[src/rtl/icache_dm_if.sv]
// Fetch-side and refill-side signals of the direct-mapped instruction cache.
interface icache_dm_if;
  logic [31:0] pc;
  logic        req;
  logic        flush;
  logic        rdy;
  logic [31:0] instr;
  logic        mem_req;
  logic [31:0] mem_addr;
  logic        mem_ack;
  logic [31:0] mem_data;

  // Cache side.
  modport slave (
    input  pc, req, flush, mem_ack, mem_data,
    output rdy, instr, mem_req, mem_addr
  );

  // Fetch stage together with the backing memory.
  modport master (
    output pc, req, flush, mem_ack, mem_data,
    input  rdy, instr, mem_req, mem_addr
  );
endinterface

[src/rtl/icache_dm.sv]
// Direct-mapped instruction cache: same-cycle hits, line refill over a word-wide
// req/ack port, and whole-cache invalidate for fence.i.
module icache_dm #(
  parameter int unsigned LINES = 16,
  parameter int unsigned WORDS = 4
) (
  input logic        clk,
  input logic        rst,
  icache_dm_if.slave bus
);
  localparam int unsigned OFF_W  = $clog2(WORDS);
  localparam int unsigned IDX_W  = $clog2(LINES);
  localparam int unsigned TAG_W  = 30 - OFF_W - IDX_W;
  localparam int unsigned DA_W   = OFF_W + IDX_W;
  localparam int unsigned BEAT_W = (OFF_W > 0) ? OFF_W : 1;
  localparam int unsigned LINE_W = 30 - OFF_W;
  localparam logic [31:0] LINE_MASK = ~(32'(WORDS * 4) - 32'd1);
  localparam logic [BEAT_W-1:0] LAST_BEAT = BEAT_W'(WORDS - 1);

  typedef enum logic [1:0] {StIdle, StRefill, StFlush} state_e;

  state_e state_q, state_d;

  logic [LINES-1:0]  valid_q;
  logic [TAG_W-1:0]  tag_q  [LINES];
  logic [31:0]       data_q [LINES*WORDS];
  // Tag and index of the line being refilled.
  logic [LINE_W-1:0] line_q;
  logic [BEAT_W-1:0] beat_q;
  logic              flush_pending_q;
  logic              mem_req_q;
  logic [31:0]       mem_addr_q;

  logic [IDX_W-1:0] pc_idx, fill_idx;
  logic [TAG_W-1:0] pc_tag, fill_tag;
  logic [DA_W-1:0]  rd_addr, wr_addr;
  logic             hit, start_fill, beat_ack, last_ack;

  assign pc_idx   = bus.pc[2+OFF_W +: IDX_W];
  assign pc_tag   = bus.pc[2+DA_W +: TAG_W];
  assign rd_addr  = bus.pc[2 +: DA_W];
  assign fill_idx = line_q[IDX_W-1:0];
  assign fill_tag = line_q[IDX_W +: TAG_W];
  assign wr_addr  = (DA_W'(fill_idx) << OFF_W) | DA_W'(beat_q);

  assign hit        = valid_q[pc_idx] && (tag_q[pc_idx] == pc_tag);
  assign start_fill = (state_q == StIdle) && !bus.flush && bus.req && !hit;
  // mem_req is high for the whole of StRefill, so acks outside it are ignored.
  assign beat_ack   = (state_q == StRefill) && bus.mem_ack;
  assign last_ack   = beat_ack && (beat_q == LAST_BEAT);

  assign bus.mem_req  = mem_req_q;
  assign bus.mem_addr = mem_addr_q;

  // State register.
  always_ff @(posedge clk or posedge rst) begin
    if (rst) state_q <= StIdle;
    else     state_q <= state_d;
  end

  // Next-state logic; flush wins over a miss in idle.
  always_comb begin
    state_d = state_q;
    case (state_q)
      StIdle: begin
        if (bus.flush)       state_d = StFlush;
        else if (start_fill) state_d = StRefill;
      end
      StRefill: if (last_ack) state_d = StIdle;
      StFlush:  state_d = StIdle;
      default:  state_d = StIdle;
    endcase
  end

  // Lookup outputs; instr is forced to zero unless it is valid for pc.
  always_comb begin
    bus.rdy   = (state_q == StIdle) && bus.req && hit && !bus.flush;
    bus.instr = bus.rdy ? data_q[rd_addr] : 32'd0;
  end

  // Refill sequencing: latch the line, step beat and address on each ack.
  always_ff @(posedge clk or posedge rst) begin
    if (rst) begin
      line_q          <= '0;
      beat_q          <= '0;
      mem_req_q       <= 1'b0;
      mem_addr_q      <= 32'd0;
      flush_pending_q <= 1'b0;
    end else begin
      if (start_fill) begin
        line_q     <= bus.pc[31:2+OFF_W];
        beat_q     <= '0;
        mem_req_q  <= 1'b1;
        mem_addr_q <= bus.pc & LINE_MASK;
      end else if (beat_ack) begin
        beat_q     <= beat_q + 1'b1;
        mem_addr_q <= mem_addr_q + 32'd4;
        if (last_ack) mem_req_q <= 1'b0;
      end
      if (state_q == StRefill) begin
        flush_pending_q <= last_ack ? 1'b0 : (flush_pending_q | bus.flush);
      end
    end
  end

  // Valid bits: a flush seen during refill discards the line and clears all.
  always_ff @(posedge clk or posedge rst) begin
    if (rst) begin
      valid_q <= '0;
    end else if (state_q == StFlush) begin
      valid_q <= '0;
    end else if (last_ack) begin
      if (flush_pending_q || bus.flush) valid_q <= '0;
      else                              valid_q[fill_idx] <= 1'b1;
    end
  end

  // Tag and data arrays; contents are meaningless until the valid bit is set.
  always_ff @(posedge clk) begin
    if (beat_ack) data_q[wr_addr] <= bus.mem_data;
    if (last_ack) tag_q[fill_idx] <= fill_tag;
  end
endmodule

[src/flat_wrapper.sv]
// flat-port wrapper written by rule: the top's interface ports become plain ports
module icache_dm_flat 
#(
  parameter int unsigned LINES = 16,
  parameter int unsigned WORDS = 4
)
  (clk, rst, bus_pc, bus_req, bus_flush, bus_mem_ack, bus_mem_data, bus_rdy, bus_instr, bus_mem_req, bus_mem_addr);
  icache_dm_if bus_i ();
  input logic clk;
  input logic rst;
  input wire logic [$bits(bus_i.pc)-1:0] bus_pc;
  input wire logic [$bits(bus_i.req)-1:0] bus_req;
  input wire logic [$bits(bus_i.flush)-1:0] bus_flush;
  input wire logic [$bits(bus_i.mem_ack)-1:0] bus_mem_ack;
  input wire logic [$bits(bus_i.mem_data)-1:0] bus_mem_data;
  output wire logic [$bits(bus_i.rdy)-1:0] bus_rdy;
  output wire logic [$bits(bus_i.instr)-1:0] bus_instr;
  output wire logic [$bits(bus_i.mem_req)-1:0] bus_mem_req;
  output wire logic [$bits(bus_i.mem_addr)-1:0] bus_mem_addr;
  assign bus_i.pc = bus_pc;
  assign bus_i.req = bus_req;
  assign bus_i.flush = bus_flush;
  assign bus_i.mem_ack = bus_mem_ack;
  assign bus_i.mem_data = bus_mem_data;
  assign bus_rdy = bus_i.rdy;
  assign bus_instr = bus_i.instr;
  assign bus_mem_req = bus_i.mem_req;
  assign bus_mem_addr = bus_i.mem_addr;
  icache_dm #(.LINES(LINES), .WORDS(WORDS)) u_core (.clk(clk), .rst(rst), .bus(bus_i));
endmodule
[config.mk]
export PLATFORM = sky130hd
export DESIGN_NAME = icache_dm_flat
export DESIGN_NICKNAME = d
export VERILOG_FILES = /design/src/rtl/icache_dm_if.sv /design/src/rtl/icache_dm.sv /design/src/flat_wrapper.sv
export SDC_FILE = /design/constraint.sdc
export NUM_CORES = 2
export LEC_CHECK = 0
export ABC_AREA = 0
export BUFFER_PORTS_ARGS = -buffer_cell sky130_fd_sc_hd__buf_2
export CORE_AREA = 3 3 407 409
export CTS_CLUSTER_DIAMETER = 150
export CTS_CLUSTER_SIZE = 14
export DETAILED_ROUTE_END_ITERATION = 12
export DIE_AREA = 0 0 410 412
export PLACE_DENSITY = 0.76
export SYNTH_ARGS = -nofsm -noshare
export SYNTH_HDL_FRONTEND = slang
export SYNTH_SLANG_ARGS = --single-unit
[constraint.sdc]
create_clock -name clk -period 9.75 [get_ports clk]
set_input_delay 0.4875 -clock clk [delete_from_list [all_inputs] [get_ports clk]]
set_output_delay 0.4875 -clock clk [all_outputs]
set_load 0.01 [all_outputs]
Yosys cells after proc, flatten, opt, wreduce, memory -nomap -nowiden:

Memory sizes are Yosys's and may differ from the RTL's.
Index checks and enable logic that the tools add are counted.

* output and inout bits: 66
* flip-flop bits (word level): 82
* logic and storage cells: 66
* memories: 2
* memory bits (writable): 2432
* bits of input ports: 69

* $add $sub $neg: 2
* reductions and logical operators: 19
* $lt $le $gt $ge: 3
* bitwise operators: 3
* eq/ne operators: 6
* multiplexer cells: 24

Memories
* u_core.data_q: depth 64, width 32, read ports 1, clocked after memory_dff 0, write ports 1, RTL line icache_dm.sv:26 `logic [31:0] data_q [LINES*WORDS];`
* u_core.tag_q: depth 16, width 24, read ports 1, clocked after memory_dff 0, write ports 1, RTL line icache_dm.sv:25 `logic [TAG_W-1:0] tag_q [LINES];`

Operators by type and width (count)
* 2-to-1 mux 32 bit: 3
* 2-to-1 mux 16 bit: 3
* adder 32 x 3 -> 32 bit (second input constant): 1
* equality test 24 bit: 1
* bitwise OR 16 bit: 1
* logical AND 1 bit: 10
* less-than comparator 4 x 5 -> 1 bit (second input constant): 2
* 2-to-1 mux 1 bit: 10
* 2-to-1 mux 2 bit: 5
* bitwise OR 6 x 2 -> 6 bit: 1
* nonzero test 2 bit: 3
* binary-select mux 1 bit (select 4 bit): 1
* demux 1 bit (select 4 bit): 1
* equality test 2 bit (second input constant): 2
* >= comparator 4 x 1 -> 1 bit (second input constant): 1
* case mux 2 bit (2 select lines): 1
* AND reduction 2 bit: 2
* inequality test 3 x 2 -> 1 bit (second input constant): 1
* adder 2 x 1 -> 2 bit (second input constant): 1
* equality test 2 x 1 -> 1 bit (second input constant): 1
* zero test 1 bit: 2
* zero test 2 bit: 1
* inequality test 2 x 1 -> 1 bit (second input constant): 1
* logical OR 1 bit: 1
* bitwise OR 1 bit: 1

Logic depth before layout (Yosys ltp):

* word-level depth: 8
* depth in mapped cells: 15
* gate-level depth less buffers: 9

Worst setup path after synthesis:

No wires, ideal clock.

* path kind: in2out
* start point: input port bus_pc[2]
* end point: output port bus_instr[21]
* cell stages on the path: 7
* path slack: 6.003 ns
* data arrival time: 3.260 ns
* path buffers: 3
* data required time: 9.263 ns
* path through: clkbuf_1 clkbuf_1 buf_1 mux4_2 mux4_2 mux4_2 and3_1

* longest elaborated chain between the ends: 2

Ends and longest elaborated chain
* start, declared: RTL line flat_wrapper.sv:11 `input wire logic [$bits(bus_i.pc)-1:0] bus_pc;`
* memory (64 x 32 bit)
* 2-to-1 mux 32 bit: RTL line icache_dm.sv:78 `bus.instr = bus.rdy ? data_q[rd_addr] : 32'd0;`
* end, declared: RTL line flat_wrapper.sv:17 `output wire logic [$bits(bus_i.instr)-1:0] bus_instr;`

No other way between the ends.

Final worst setup path:

* start point: input port bus_pc[4]
* end point: output port bus_instr[10]

* longest elaborated chain between the ends: 6
* elaborated cells on any way between the ends: 9

Ends and longest elaborated chain
* memory (16 x 24 bit) / binary-select mux 1 bit (select 4 bit) (equally long branches)
* equality test 24 bit / 2-to-1 mux 1 bit (equally long branches): RTL line icache_dm.sv:46 `assign hit = valid_q[pc_idx] && (tag_q[pc_idx] == pc_tag);`
* logical AND 1 bit: RTL line icache_dm.sv:46
* logical AND 1 bit (2 in series): RTL line icache_dm.sv:77 `bus.rdy = (state_q == StIdle) && bus.req && hit && !bus.flush;`
* 2-to-1 mux 32 bit *: RTL line icache_dm.sv:78

Every way passes the cells marked *; elsewhere a longest branch is shown, timed or not. The select of a mux whose other input is x is not followed.

==> results by group <==
Clock network
  • Number of H-tree levels: 4
  • Clock root buffer: sky130_fd_sc_hd__clkbuf_16
  • TritonCTS clock tree: yes
  • Cts bufs inserted: about 200
  • Post-CTS clock slew at the launch and capture registers of the worst setup and hold paths: 0.07 ns
  • Worst skew pair latency: 0.84 ns
  • Gates resized, CTS repair: 0
  • Maximum buffer depth of the clock tree: 3
  • Clock sink count: ~2.5k

Timing
  • Final critical path time including I/O delays and setup: 5.74 ns
  • Post-route fraction of the period consumed by the critical path: 58.8%
  • Setup repair after global routing missed its margin: false
  • TNS Setup: 0 ns
  • Transition at the pin with the smallest max-transition slack: around 1.3 ns
  • Post-Route Skew: 0.0679 ns
  • Maximum achievable frequency: 0.174 GHz
  • Smallest hold slack: 0.0434 ns
  • Number of pins with negative max-slew slack in the final report: 0
  • Worst slew margin relative to its limit: 14.8%
  • Final setup violating endpoints: 0
  • Count of endpoints failing hold in the final timing report: 0

Logic synthesis
  • Most used standard cell by instance count after synthesis: sky130_fd_sc_hd__edfxtp_1
  • Xor/xnor share of the synthesized area: 0.307%
  • Portion of the post-synthesis area used by sequential elements: 77.2%
  • Instance count of the mapped netlist: between 4k and 5k
  • Adder-cell share of the synthesized area: 0.0258%
  • Compound-Gate Fraction of Synth Area: less than 1%
  • Number of distinct library cells after synthesis: between 60 and 70
  • Post-synth EDFFs: roughly 2.4k
  • Simple logic cell fraction of the synthesized area: 1.57%
  • Fraction of registers with async set or reset after synthesis: 3.18%
  • Flip-flop cell with the highest count after synthesis: sky130_fd_sc_hd__edfxtp_1
  • Number of warnings printed during yosys synthesis: 0
  • Largest family of logic cells by synthesized area: multiplexers
  • Area of the mapped netlist: ~0.097 sq mm
  • Flop and latch count out of synthesis: 2,512
  • Commonest cells in the synthesized netlist: sky130_fd_sc_hd__edfxtp_1 (2,432), sky130_fd_sc_hd__mux4_2 (760), sky130_fd_sc_hd__clkbuf_1 (141)
  • Top area cells in the synthesized netlist: sky130_fd_sc_hd__edfxtp_1 (75%), sky130_fd_sc_hd__mux4_2 (18%), sky130_fd_sc_hd__dfrtp_1 (2.1%), sky130_fd_sc_hd__mux2i_1 (0.75%), sky130_fd_sc_hd__clkbuf_1 (0.54%)
  • Mux cell area share after synthesis: a little under a fifth
  • Syn_area_per_cell: 23.6 sq um
  • Post-synth top area cell: sky130_fd_sc_hd__edfxtp_1
  • Top cell type's share of synthesized area: 75.2%

Worst hold path
  • Hold depth: 3
  • Min-Delay Endpoint: u_core.bus.mem_addr[14]
  • Hold/Removal Path Class: input port to flop
  • Min-delay src: bus_pc[14]

Worst setup path
  • Worst endpoint required time: approximately 9 ns
  • CP top delay family: simple AND/OR/NAND/NOR gates
  • Most frequent cell on the critical path: sky130_fd_sc_hd__o2111a_1
  • Terminus of the critical flop-to-flop path: u_core.line_q[26]
  • Series of cell instances along the critical path: buf_8, buf_4, mux4_2, nor2b_1, or4_1, o311ai_1, o2111a_1, o2111a_1, and2_2, and3_1, buf_2
  • Reg-to-reg slack, setup: around 5.6 ns
  • Delay contributed by the slowest stage of the critical path: 0.84 ns
  • Length in cells of the worst reg-to-reg path: 9
  • Critical path peak fanout: 49
  • Worst reg2reg path startpoint: u_core.tag_q[15][2]
  • CP bufs+invs: 3
  • CP max-delay cell: sky130_fd_sc_hd__buf_4
  • Arrival time worst endpoint: 5.25 ns
  • Startpoint type of the worst setup path: input port
  • Worst Setup Path Type: input port to output pin
  • Crit. End Element: output pin

Global route
  • Initial antenna violation count: 31
  • First-pass GRT wire length: 358,000 um
  • Number of global-route vias before repair: 47.6k
  • GRT Resource Usage Total: a little under a third
  • Overflow left after global routing: 0
  • Pin count of the biggest net entering global routing: 129

Drt
  • DRT antenna net count: 0
  • DRC Markers: 0
  • Detail-routed via count per cell: 7.13
  • WL final: 251,000 um
  • Routed length per instance: 38.1 um
  • Initial DRC Count: about 7.5k
  • DRT Pass-1 Iters: 5
  • Overall via count from detail_route: 47.0k

Die
  • Initial Utilization: between 50 and 60%
  • Ports: 135
  • Die Outline Area: about 0.17 sq mm
  • Row count: 148
  • Chip width: 410 um
  • Area of the core region: 0.162 sq mm
  • Die span in y: 412 um

Layout
  • Synth-to-Final Area Change: 9.73%
  • Filler cells: 9,900
  • Proportion of layout cells with a drive suffix above 1: 29.9%
  • Number of nets in the finished design: between 4k and 5k

Power and ir drop
  • Static power due to leakage: 33.2 nW
  • Peak VDD IR: 189 uV
  • Cell Pwr Density: 204 mW/mm^2

Place
  • Half-perimeter wire length after detailed placement: 129,000 um
  • Placer's final routability congestion estimate: 0.835
  • Total of buffers placed on input and output ports: 130

Job
  • # Max-Cap Violations: 0

Outcome
  • Status: complete, no violations
[flip-flops by register name (all words and copies together) (netlist names)]
name,flops
u_core.beat_q,2
u_core.bus.mem_addr,30
u_core.valid_q,16
u_core.state_q,2
u_core.bus.mem_req,1
u_core.data_q,2048
u_core.tag_q,384
u_core.line_q,28
u_core.flush_pending_q,1
[layout by cell type, fill, tap and decap left out, types with 4 or more instances in the layout]
| cell | synthesis | routed |
|---|---|---|
| sky130_fd_sc_hd__nand2b_1 | 5 | 5 |
| sky130_fd_sc_hd__nor2_4 | 0 | 80 |
| sky130_fd_sc_hd__dfrtp_1 | 80 | 80 |
| sky130_fd_sc_hd__a21o_1 | 4 | 4 |
| sky130_fd_sc_hd__nor4_1 | 5 | 5 |
| sky130_fd_sc_hd__buf_12 | 0 | 6 |
| sky130_fd_sc_hd__a21oi_1 | 43 | 43 |
| sky130_fd_sc_hd__o22ai_1 | 4 | 4 |
| sky130_fd_sc_hd__mux2i_1 | 73 | 73 |
| sky130_fd_sc_hd__a22oi_1 | 14 | 14 |
| sky130_fd_sc_hd__inv_1 | 15 | 14 |
| sky130_fd_sc_hd__a221o_1 | 5 | 5 |
| sky130_fd_sc_hd__dlygate4sd3_1 | 0 | 12 |
| sky130_fd_sc_hd__mux2_4 | 20 | 20 |
| sky130_fd_sc_hd__nor2_1 | 129 | 49 |
| sky130_fd_sc_hd__a22o_1 | 4 | 4 |
| sky130_fd_sc_hd__mux4_2 | 760 | 760 |
| sky130_fd_sc_hd__clkbuf_1 | 141 | 62 |
| sky130_fd_sc_hd__diode_2 | 0 | 9 |
| sky130_fd_sc_hd__nand4_1 | 7 | 7 |
| sky130_fd_sc_hd__nand3_1 | 27 | 27 |
| sky130_fd_sc_hd__and3_1 | 44 | 44 |
| sky130_fd_sc_hd__mux2_1 | 6 | 6 |
| sky130_fd_sc_hd__and2_1 | 5 | 4 |
| sky130_fd_sc_hd__nand2_1 | 49 | 49 |
| sky130_fd_sc_hd__o21ai_0 | 38 | 38 |
| sky130_fd_sc_hd__buf_4 | 9 | 92 |
| sky130_fd_sc_hd__nor3_1 | 15 | 15 |
| sky130_fd_sc_hd__buf_8 | 0 | 4 |
| sky130_fd_sc_hd__xnor2_1 | 17 | 17 |
| sky130_fd_sc_hd__xor2_1 | 17 | 17 |
| sky130_fd_sc_hd__nor3b_1 | 5 | 5 |
| sky130_fd_sc_hd__nor2b_1 | 9 | 9 |
| sky130_fd_sc_hd__buf_2 | 31 | 125 |
| sky130_fd_sc_hd__edfxtp_1 | 2432 | 2432 |
| sky130_fd_sc_hd__or2_2 | 4 | 4 |
| sky130_fd_sc_hd__clkbuf_16 | 0 | 200 |
[worst max path at each step]
stage | cells past startpoint | slack (ns) | start | endpoint
2_1_floorplan | 7 | 6.00 | bus_pc[2] | bus_instr[21]
3_3_place_gp | 12 | 4.21 | bus_pc[4] | u_core.bus.mem_addr[28]
3_5_place_dp | 11 | 4.05 | bus_pc[4] | bus_instr[10]
4_1_cts | 11 | 4.05 | bus_pc[4] | bus_instr[10]
5_1_grt | 11 | 3.84 | bus_pc[4] | bus_instr[10]
6_report | 11 | 4.01 | bus_pc[4] | bus_instr[10]
[power breakdown]
part	internal, mW	switching (mW)
clock network	3.73	3.59
registers	12.3	0.386
logic	0.656	1.01
total	16.7	4.99
[kinds of logic after synthesis]
kind of cell	count (synthesis)
muxes	862
buffers and inverters	233
and+or+nand+nor	317
DFF	2512
xor gates and xnor gates	34
adders and majority gates	2
other	1
AOI/OAI and AO/OA	147
[final cells by class]
cell class | count | area, sq um | area share (%)
diodes | 9 | 22.5 | 0.0211
multi-input cells | 1364 | 21700 | 20.3
repair buffers | 240 | 1630 | 1.53
inverters | 16 | 62.6 | 0.0587
well taps | 2175 | 2720 | 2.55
clock inverters | 11 | 209 | 0.196
flip-flops and latches | 2512 | 75000 | 70.4
clock buffers | 262 | 5240 | 4.91
[stage by stage]
stage | std cells | setup slack [ns] | util [%] | power [mW] | instance area [sq um]
detailed placement | 6295 | 4.05 | 62.2 | 14.6 | 101000
finish | 6589 | 4.01 | 65.6 | 21.7 | 107000
floorplan | 4109 | 6.00 | - | 13.8 | 97100
global placement | 6295 | 4.21 | 62.2 | 14.5 | 101000
CTS | 6580 | 4.05 | 65.6 | 21.8 | 107000
global route | 6581 | 3.84 | 65.6 | 22.3 | 107000
[timing repair]
item / 4_1_cts / 5_1_grt
endpoints found under the hold margin: 35 / 0
endpoints found under the setup margin: 0 / 0
setup buffers: 0 / 0
hold buffers: 12 / 0
[metal layers]
layer | GRT usage, % | share of wire (%) | vias to the layer above
met4 | 11.5 | 4.2 | 8
met3 | 6.18 | 11 | 595
met2 | 48.6 | 49 | 3477
li1 | - | - | 17900
met5 | 0 | 0.022 | -
met1 | 42.2 | 35 | 24900
[worst reg2reg max path, stage by stage, from the launching register on]
cell and delay, ns:
sky130_fd_sc_hd__edfxtp_1 0.36, sky130_fd_sc_hd__mux4_2 0.48, sky130_fd_sc_hd__and4_1 0.21, sky130_fd_sc_hd__a2111oi_0 0.62
sky130_fd_sc_hd__nand3_1 0.17, sky130_fd_sc_hd__o2111ai_1 0.21, sky130_fd_sc_hd__nor4_4 0.14, sky130_fd_sc_hd__a21boi_4 0.56
sky130_fd_sc_hd__buf_4 0.81, sky130_fd_sc_hd__mux2_2 0.48
No activity file was read; power rests on OpenSTA's default activity.
